**src/rtl/multi_ch_door_ctrl_if.sv**
```systemverilog
// Panel/motor-side signal bundle for the multi-channel door controller.
// The controller takes the slave side; the panel/bench drives the master side.
interface multi_ch_door_ctrl_if #(
    parameter int unsigned N_CH = 2
);
    logic [N_CH-1:0]   press;
    logic [N_CH-1:0]   lim_open;
    logic [N_CH-1:0]   lim_closed;
    logic [N_CH-1:0]   fault_clr;
    logic [N_CH-1:0]   open_cw;
    logic [N_CH-1:0]   open_ccw;
    logic [N_CH-1:0]   fault;
    logic [3*N_CH-1:0] state_o;

    modport master (
        output press, lim_open, lim_closed, fault_clr,
        input  open_cw, open_ccw, fault, state_o
    );

    modport slave (
        input  press, lim_open, lim_closed, fault_clr,
        output open_cw, open_ccw, fault, state_o
    );
endinterface

```
**src/rtl/multi_ch_door_ctrl.sv**
```systemverilog
// N-channel single-button door motor controller: synchronised inputs, debounced press,
// limit-switch stop, run-time watchdog with latched fault, hold-to-run or toggle operation.
module multi_ch_door_ctrl #(
    parameter int unsigned N_CH         = 2,
    parameter int unsigned DEBOUNCE_CYC = 16,
    parameter int unsigned MAX_RUN_CYC  = 1000,
    parameter bit          HOLD_MODE    = 1'b1
) (
    input logic                 clk,
    input logic                 rst_n,
    multi_ch_door_ctrl_if.slave bus
);

    localparam int unsigned DbW  = $clog2(DEBOUNCE_CYC + 1);
    localparam int unsigned RunW = $clog2(MAX_RUN_CYC + 1);

    typedef enum logic [2:0] {
        StClosed = 3'd0,
        StRunCw  = 3'd1,
        StOpen   = 3'd2,
        StRunCcw = 3'd3,
        StFault  = 3'd4
    } state_e;

    logic [N_CH-1:0] press_s1, press_s2;
    logic [N_CH-1:0] lo_s1, lo_s2;
    logic [N_CH-1:0] lc_s1, lc_s2;

    logic [N_CH-1:0]   cw_vec, ccw_vec, flt_vec;
    logic [3*N_CH-1:0] st_vec;

    always_ff @(posedge clk or negedge rst_n) begin
        if (!rst_n) begin
            press_s1 <= '0;
            press_s2 <= '0;
            lo_s1    <= '0;
            lo_s2    <= '0;
            lc_s1    <= '0;
            lc_s2    <= '0;
        end else begin
            press_s1 <= bus.press;
            press_s2 <= press_s1;
            lo_s1    <= bus.lim_open;
            lo_s2    <= lo_s1;
            lc_s1    <= bus.lim_closed;
            lc_s2    <= lc_s1;
        end
    end

    for (genvar i = 0; i < N_CH; i++) begin : g_ch
        logic [DbW-1:0]  db_cnt_q;
        logic            press_db_q, press_db_prev_q;
        logic [RunW-1:0] run_cnt_q;
        state_e          st_q, st_d;
        logic            cw_q, ccw_q, flt_q;
        logic            rise, fall, stop_ev, timeout, in_run;

        assign rise    = press_db_q & ~press_db_prev_q;
        assign fall    = ~press_db_q & press_db_prev_q;
        assign stop_ev = HOLD_MODE ? fall : rise;
        assign timeout = (run_cnt_q == RunW'(MAX_RUN_CYC - 1));
        assign in_run  = (st_q == StRunCw) || (st_q == StRunCcw);

        always_comb begin
            st_d = st_q;
            case (st_q)
                StClosed: if (rise) st_d = lo_s2[i] ? StOpen : StRunCw;
                StRunCw: begin
                    if (lo_s2[i] || stop_ev) st_d = StOpen;
                    else if (timeout)        st_d = StFault;
                end
                StOpen:   if (rise) st_d = lc_s2[i] ? StClosed : StRunCcw;
                StRunCcw: begin
                    if (lc_s2[i] || stop_ev) st_d = StClosed;
                    else if (timeout)        st_d = StFault;
                end
                // Position is unknown after a fault; only a closed limit proves CLOSED.
                StFault:  if (bus.fault_clr[i]) st_d = lc_s2[i] ? StClosed : StOpen;
                default:  st_d = StClosed;
            endcase
        end

        always_ff @(posedge clk or negedge rst_n) begin
            if (!rst_n) begin
                db_cnt_q        <= '0;
                press_db_q      <= 1'b0;
                press_db_prev_q <= 1'b0;
                run_cnt_q       <= '0;
                st_q            <= StClosed;
                cw_q            <= 1'b0;
                ccw_q           <= 1'b0;
                flt_q           <= 1'b0;
            end else begin
                press_db_prev_q <= press_db_q;
                if (press_s2[i] == press_db_q) begin
                    db_cnt_q <= '0;
                end else if (db_cnt_q == DbW'(DEBOUNCE_CYC - 1)) begin
                    db_cnt_q   <= '0;
                    press_db_q <= ~press_db_q;
                end else begin
                    db_cnt_q <= db_cnt_q + DbW'(1);
                end

                if (!in_run) begin
                    run_cnt_q <= '0;
                end else if (run_cnt_q != RunW'(MAX_RUN_CYC)) begin
                    run_cnt_q <= run_cnt_q + RunW'(1);
                end

                st_q  <= st_d;
                cw_q  <= (st_d == StRunCw);
                ccw_q <= (st_d == StRunCcw);
                flt_q <= (st_d == StFault);
            end
        end

        assign cw_vec[i]        = cw_q;
        assign ccw_vec[i]       = ccw_q;
        assign flt_vec[i]       = flt_q;
        assign st_vec[3*i +: 3] = st_q;
    end

    assign bus.open_cw  = cw_vec;
    assign bus.open_ccw = ccw_vec;
    assign bus.fault    = flt_vec;
    assign bus.state_o  = st_vec;

endmodule

```
**src/flat_wrapper.sv**
```systemverilog
// flat-port wrapper written by rule: the top's interface ports become plain ports
module multi_ch_door_ctrl_flat 
#(
    parameter int unsigned N_CH         = 2,
    parameter int unsigned DEBOUNCE_CYC = 16,
    parameter int unsigned MAX_RUN_CYC  = 1000,
    parameter bit          HOLD_MODE    = 1'b1
)
  (clk, rst_n, bus_press, bus_lim_open, bus_lim_closed, bus_fault_clr, bus_open_cw, bus_open_ccw, bus_fault, bus_state_o);
  multi_ch_door_ctrl_if #(.N_CH(N_CH)) bus_i ();
  input logic clk;
  input logic rst_n;
  input wire logic [$bits(bus_i.press)-1:0] bus_press;
  input wire logic [$bits(bus_i.lim_open)-1:0] bus_lim_open;
  input wire logic [$bits(bus_i.lim_closed)-1:0] bus_lim_closed;
  input wire logic [$bits(bus_i.fault_clr)-1:0] bus_fault_clr;
  output wire logic [$bits(bus_i.open_cw)-1:0] bus_open_cw;
  output wire logic [$bits(bus_i.open_ccw)-1:0] bus_open_ccw;
  output wire logic [$bits(bus_i.fault)-1:0] bus_fault;
  output wire logic [$bits(bus_i.state_o)-1:0] bus_state_o;
  assign bus_i.press = bus_press;
  assign bus_i.lim_open = bus_lim_open;
  assign bus_i.lim_closed = bus_lim_closed;
  assign bus_i.fault_clr = bus_fault_clr;
  assign bus_open_cw = bus_i.open_cw;
  assign bus_open_ccw = bus_i.open_ccw;
  assign bus_fault = bus_i.fault;
  assign bus_state_o = bus_i.state_o;
  multi_ch_door_ctrl #(.N_CH(N_CH), .DEBOUNCE_CYC(DEBOUNCE_CYC), .MAX_RUN_CYC(MAX_RUN_CYC), .HOLD_MODE(HOLD_MODE)) u_core (.clk(clk), .rst_n(rst_n), .bus(bus_i));
endmodule
```
**config.mk**
```make
export PLATFORM = sky130hd
export DESIGN_NAME = multi_ch_door_ctrl_flat
export DESIGN_NICKNAME = d
export VERILOG_FILES = /design/src/rtl/multi_ch_door_ctrl_if.sv /design/src/rtl/multi_ch_door_ctrl.sv /design/src/flat_wrapper.sv
export SDC_FILE = /design/constraint.sdc
export NUM_CORES = 1
export LEC_CHECK = 0
export BUFFER_PORTS_ARGS = -buffer_cell sky130_fd_sc_hd__buf_2
export CORE_MARGIN = 2
export CORE_UTILIZATION = 36
export CTS_BUF_LIST = sky130_fd_sc_hd__clkbuf_8
export DETAILED_ROUTE_END_ITERATION = 8
export HOLD_SLACK_MARGIN = 0.12
export MAX_ROUTING_LAYER = met4
export PLACE_DENSITY = 0.6
export SLEW_MARGIN = 20
export SYNTH_ARGS = -nofsm -noshare
export SYNTH_HDL_FRONTEND = slang
export SYNTH_SLANG_ARGS = --single-unit
```
**constraint.sdc**
```tcl
create_clock -name clk -period 3.5 [get_ports clk]
set_input_delay 0.7 -clock clk [delete_from_list [all_inputs] [get_ports clk]]
set_output_delay 0.7 -clock clk [all_outputs]
set_load 0.01 [all_outputs]
```
* After elaboration in Yosys (flattened, before gate mapping)
Cells that the tools add are included.
Word-level totals: flip-flop bits (word level) 58, bits of input ports 10, output and inout bits 12, word-level logic and storage cells 98
Operators by class: add/sub/neg operators 4, equality and inequality tests 24, muxes and demuxes 28, bitwise operators 10, reductions and logical operators 10
Operator list (count):
- $mux 10 | 4
- $mux 3 | 12
- $pmux 3 s5 | 2
- $add 10x1->10 const B | 2
- $eq 10x10->1 const B | 2
- $mux 5 | 4
- $ne 10x10->1 const B | 2
- $eq 3x2->1 const B | 6
- $eq 3x1->1 const B | 4
- $eq 3x3->1 const B | 4
- $mux 2 | 6
- $add 5x1->5 const B | 2
- $eq 5x4->1 const B | 2
- $logic_not 3->1 | 2
- $logic_or 1x1->1 | 6
- $not 1->1 | 6
- $and 1x1->1 | 4
- $ne 2x2->1 const B | 2
- $reduce_and 2->1 | 2
- $eq 1x1->1 | 2

* Depth between registers and ports, before layout
word-level depth 6, depth in mapped cells 6, mapped depth without buffers 6

* Worst setup path before layout
Ideal clock, no wire load.
path type flip-flop to flip-flop, from register u_core.g_ch[1].st_q[1], to register u_core.g_ch[1].ccw_q, library setup time 0.066 ns, arrival 1.471 ns, data required time 3.434 ns, setup slack 1.964 ns, cell stages (with the launch flop) 5, path buffers 0, clock period less this slack 1.536 ns, cells stage by stage dfrtp_1 -> mux2_2 -> or3_1 -> a2bb2oi_1 -> o21ba_1
On the way: cells in the longest elaborated chain, start to end 4, elaborated cells on any way between the ends 13, classes of those cells 5 x eq/ne; 7 x mux; 1 x reduce/logical
RTL lines:
- start: declaration | RTL line multi_ch_door_ctrl.sv:54 | state_e st_q, st_d;
- start signal: assignment | RTL line multi_ch_door_ctrl.sv:89 | st_q <= StClosed;
- start signal: assignment | RTL line multi_ch_door_ctrl.sv:110 | st_q <= st_d;
- $mux 3 | RTL line multi_ch_door_ctrl.sv:70, multi_ch_door_ctrl.sv:75
- $mux 3 (on tied branches) | RTL line multi_ch_door_ctrl.sv:74, multi_ch_door_ctrl.sv:69
- $pmux 3 s5 * | RTL line multi_ch_door_ctrl.sv:66 | case (st_q)
- $eq 3x2->1 * | RTL line multi_ch_door_ctrl.sv:112 | ccw_q <= (st_d == StRunCcw);
- end signal: assignment | RTL line multi_ch_door_ctrl.sv:112
- end: declaration | RTL line multi_ch_door_ctrl.sv:55 | logic cw_q, ccw_q, flt_q;
Mark *: on every way between the ends. The rest lies on a longest branch, timed or not. A chain may end at the register's enable or synchronous reset.

* Worst setup path in the final report
from register u_core.g_ch[1].st_q[2], to register u_core.g_ch[1].ccw_q
The elaborated chain is that of the path after synthesis.

==> metrics <==
RSZ-0062 raised after global routing=false; Setup TNS=0 ns; crit path from=u_core.g_ch[1].st_q[2]; ant diodes=0; WL per Instance=11.8 µm; # resized after CTS=0; initial antenna violation count=0; die width=88.9 µm; RR Startpoint=u_core.g_ch[1].st_q[2]; FFs w/ async S/R, synth=100%; TritonCTS buffer count=9; Setup Crit Path Kind=reg2reg; Setup crit end kind=flop; gpl congestion=0.764; DRT iter0 DRCs=70; Post-synth EDFFs=0; Final Hold Viols=0; Max Fanout on Critical Path=11; Tot GR Track Use=13.1%; Max Clock Skew=0.00654 ns; total clock sinks=58; CTS H-Tree Depth=3; largest net degree at the start of global routing=51; maximum vdd drop=0.167 mV; hold_buf cts=0; register area share after synthesis=56.0%; ys flop type=dfrtp_1; total gr overflow=0; IO Pins=22; Tcrit/Tclk final=49.0%; Via density=4.75; Multi-input gate area=0.00105 mm²; DR vias=1719; Clock Path Buffers=2; Syn Nets=252; number of global-route vias before repair=1604; total power=0.00141 W; max-cap viol count=0; Worst Max-Slew Pin Slew=0.621 ns; Reg clk slew, reported paths=0.07 ns; synthesized area=0.00259 mm²; post-DP HPWL=2.85 mm; crit path buf inv count=0; Hold Crit Class=reg2reg; max incr delay on CP=0.48 ns; Remaining DRCs=0; Detail Route Antenna Nets=0; Final Max Tran Viols=0; fmax=0.583 GHz; delay-heaviest family, CP=simple AND/OR/NAND/NOR gates; Period minus WS final=1.71 ns; syn_area_per_cell=11.0 µm²; Core Region=0.00687 mm²; fillcell total=654; Final setup violation count=0; num rows=30; post-synth cell types=41; hold path startpoint=u_core.press_s1[1]; dpl cell area=0.00278 mm²; crit start category=flop; synthesis-stage register bit count=58; status=finished, final reports clean; Worst EP required=3.77 ns; synthesis-to-finish area growth=15.5%; first-pass GRT wire length=7.37 mm; cell count after synthesis=236; leakage power=1.37 nW; Register Area=0.00145 mm²; CP max stage cell=or3_1; die area=0.00790 mm²; critical path, cell by cell=nand2b_1, or3_1, a2bb2oi_1, o21ba_1; clock root buffer=clkbuf_8; layout cells sized above 1=18.8%; Starting Density=37.8%; Final nets=277; Cell Pwr Density=470 mW/mm²; Die Y=88.9 µm; Finished Cell Area=0.00300 mm²; post-CTS setup buffers=0; Slew headroom=58.6%; clock latency on the worst-skew pair=0.34 ns; Post-Route WL=4.27 mm; buffers added on ports=21; Yosys Warn Count=0; drt pass-1 iters=4; CTS tree=yes; crit path DAT=1.98 ns
-- sequential cells by signal, summed over array words and instances, names as in the netlist --
signal / count
u_core.g_ch.cw_q: 2
u_core.g_ch.st_q: 6
u_core.g_ch.press_db_prev_q: 2
u_core.g_ch.press_db_q: 2
u_core.press_s1: 2
u_core.lo_s2: 2
u_core.lc_s1: 2
u_core.lc_s2: 2
u_core.g_ch.run_cnt_q: 20
u_core.g_ch.flt_q: 2
u_core.g_ch.db_cnt_q: 10
u_core.lo_s1: 2
u_core.press_s2: 2
u_core.g_ch.ccw_q: 2
-- worst paths after layout --
kind	endpoint	slack, ns	cells after the start
min in group asynchronous	u_core.lo_s1[0]	0.38	1
max in group asynchronous	u_core.g_ch[0].db_cnt_q[3]	2.56	2
worst min register to register	u_core.press_s2[1]	0.34	0
worst max register to register	u_core.g_ch[1].ccw_q	1.79	4
worst max-delay path	u_core.g_ch[1].ccw_q	1.79	4
worst min-delay path	u_core.press_s2[1]	0.34	0
-- worst reg2reg max path: stages, from the launching register on --
cell       delay (ns)
dfrtp_1          0.43
nand2b_1         0.36
or3_1            0.48
a2bb2oi_1        0.17
o21ba_1          0.22
-- cells in the final DEF, fill, tap and decap left out, types with 6 or more instances in the layout --
cell type | netlist | routed
clkbuf_8 | 0 | 10
nand2_1 | 12 | 12
nand2b_1 | 8 | 8
nor2_1 | 32 | 32
nand3_1 | 14 | 14
xnor2_1 | 10 | 10
buf_2 | 0 | 20
ha_1 | 6 | 6
xor2_1 | 10 | 10
dfrtp_1 | 58 | 58
inv_1 | 10 | 11
-- layout make-up --
cell class	count	share of cell area, %
clock inverter	6	2.72
sequential	58	48.5
multi-input combinational	160	35.1
timing repair buffer	22	3.84
clock buffer	10	4.59
inverter	10	1.25
tap	96	4.01
-- synthesized netlist by cell type (4+ instances only) --
| cell type | count | area, µm² |
|---|---|---|
| nand3_1 | 14 | 70.1 |
| dfrtp_1 | 58 | 1450 |
| nand4_1 | 5 | 31.3 |
| nand2b_1 | 8 | 50.1 |
| a21oi_1 | 5 | 25.0 |
| inv_1 | 10 | 37.5 |
| nor3_1 | 5 | 25.0 |
| o22ai_1 | 4 | 25.0 |
| nand2_1 | 12 | 45.0 |
| or3_1 | 4 | 25.0 |
| ha_1 | 6 | 75.1 |
| o21ai_0 | 5 | 25.0 |
| nor2_1 | 32 | 120 |
| xnor2_1 | 10 | 87.6 |
| buf_4 | 6 | 45.0 |
| xor2_1 | 10 | 87.6 |
-- metrics by stage --
step | utilization, % | instances | worst slack (ns) | hold WS [ns]
2_1_floorplan | - | 236 | 1.96 | 0.331
3_3_place_gp | 40.4 | 346 | 1.76 | 0.333
3_5_place_dp | 40.4 | 346 | 1.79 | 0.336
4_1_cts | 43.6 | 362 | 1.76 | 0.346
5_1_grt | 43.6 | 362 | 1.68 | 0.352
6_report | 43.6 | 362 | 1.79 | 0.344
-- cell families (layout without fill, tap and decap cells) --
family                   count (synthesis)  in the layout  share of synthesized area (%)
AND/OR/NAND/NOR                        109            109                           23.8
XOR/XNOR                                20             20                           6.75
adder cells (fa/ha/maj)                  6              6                           2.89
flip-flops                              58             58                           56.0
buffers and inverters                   18             48                           3.47
multiplexers                             6              6                           2.46
AO/OA/AOI/OAI                           19             19                           4.68
-- per-layer routing --
layer  share of wire, %  track usage [%]  vias up
li1                   -                -      856
met1                 50             16.9      826
met2                 43             17.4       27
met3                3.6             4.94       10
met4                2.8             7.44        0
met5                  0                -        -
-- where the power goes --
group | total, W | internal (W) | switching (W)
Clock | 0.000679 | 0.000415 | 0.000264
Combinational | 0.0000371 | 0.0000141 | 0.0000231
Sequential | 0.000693 | 0.000684 | 0.00000901
Total | 0.00141 | 0.00111 | 0.000296
(Power assumes the default switching activity.)
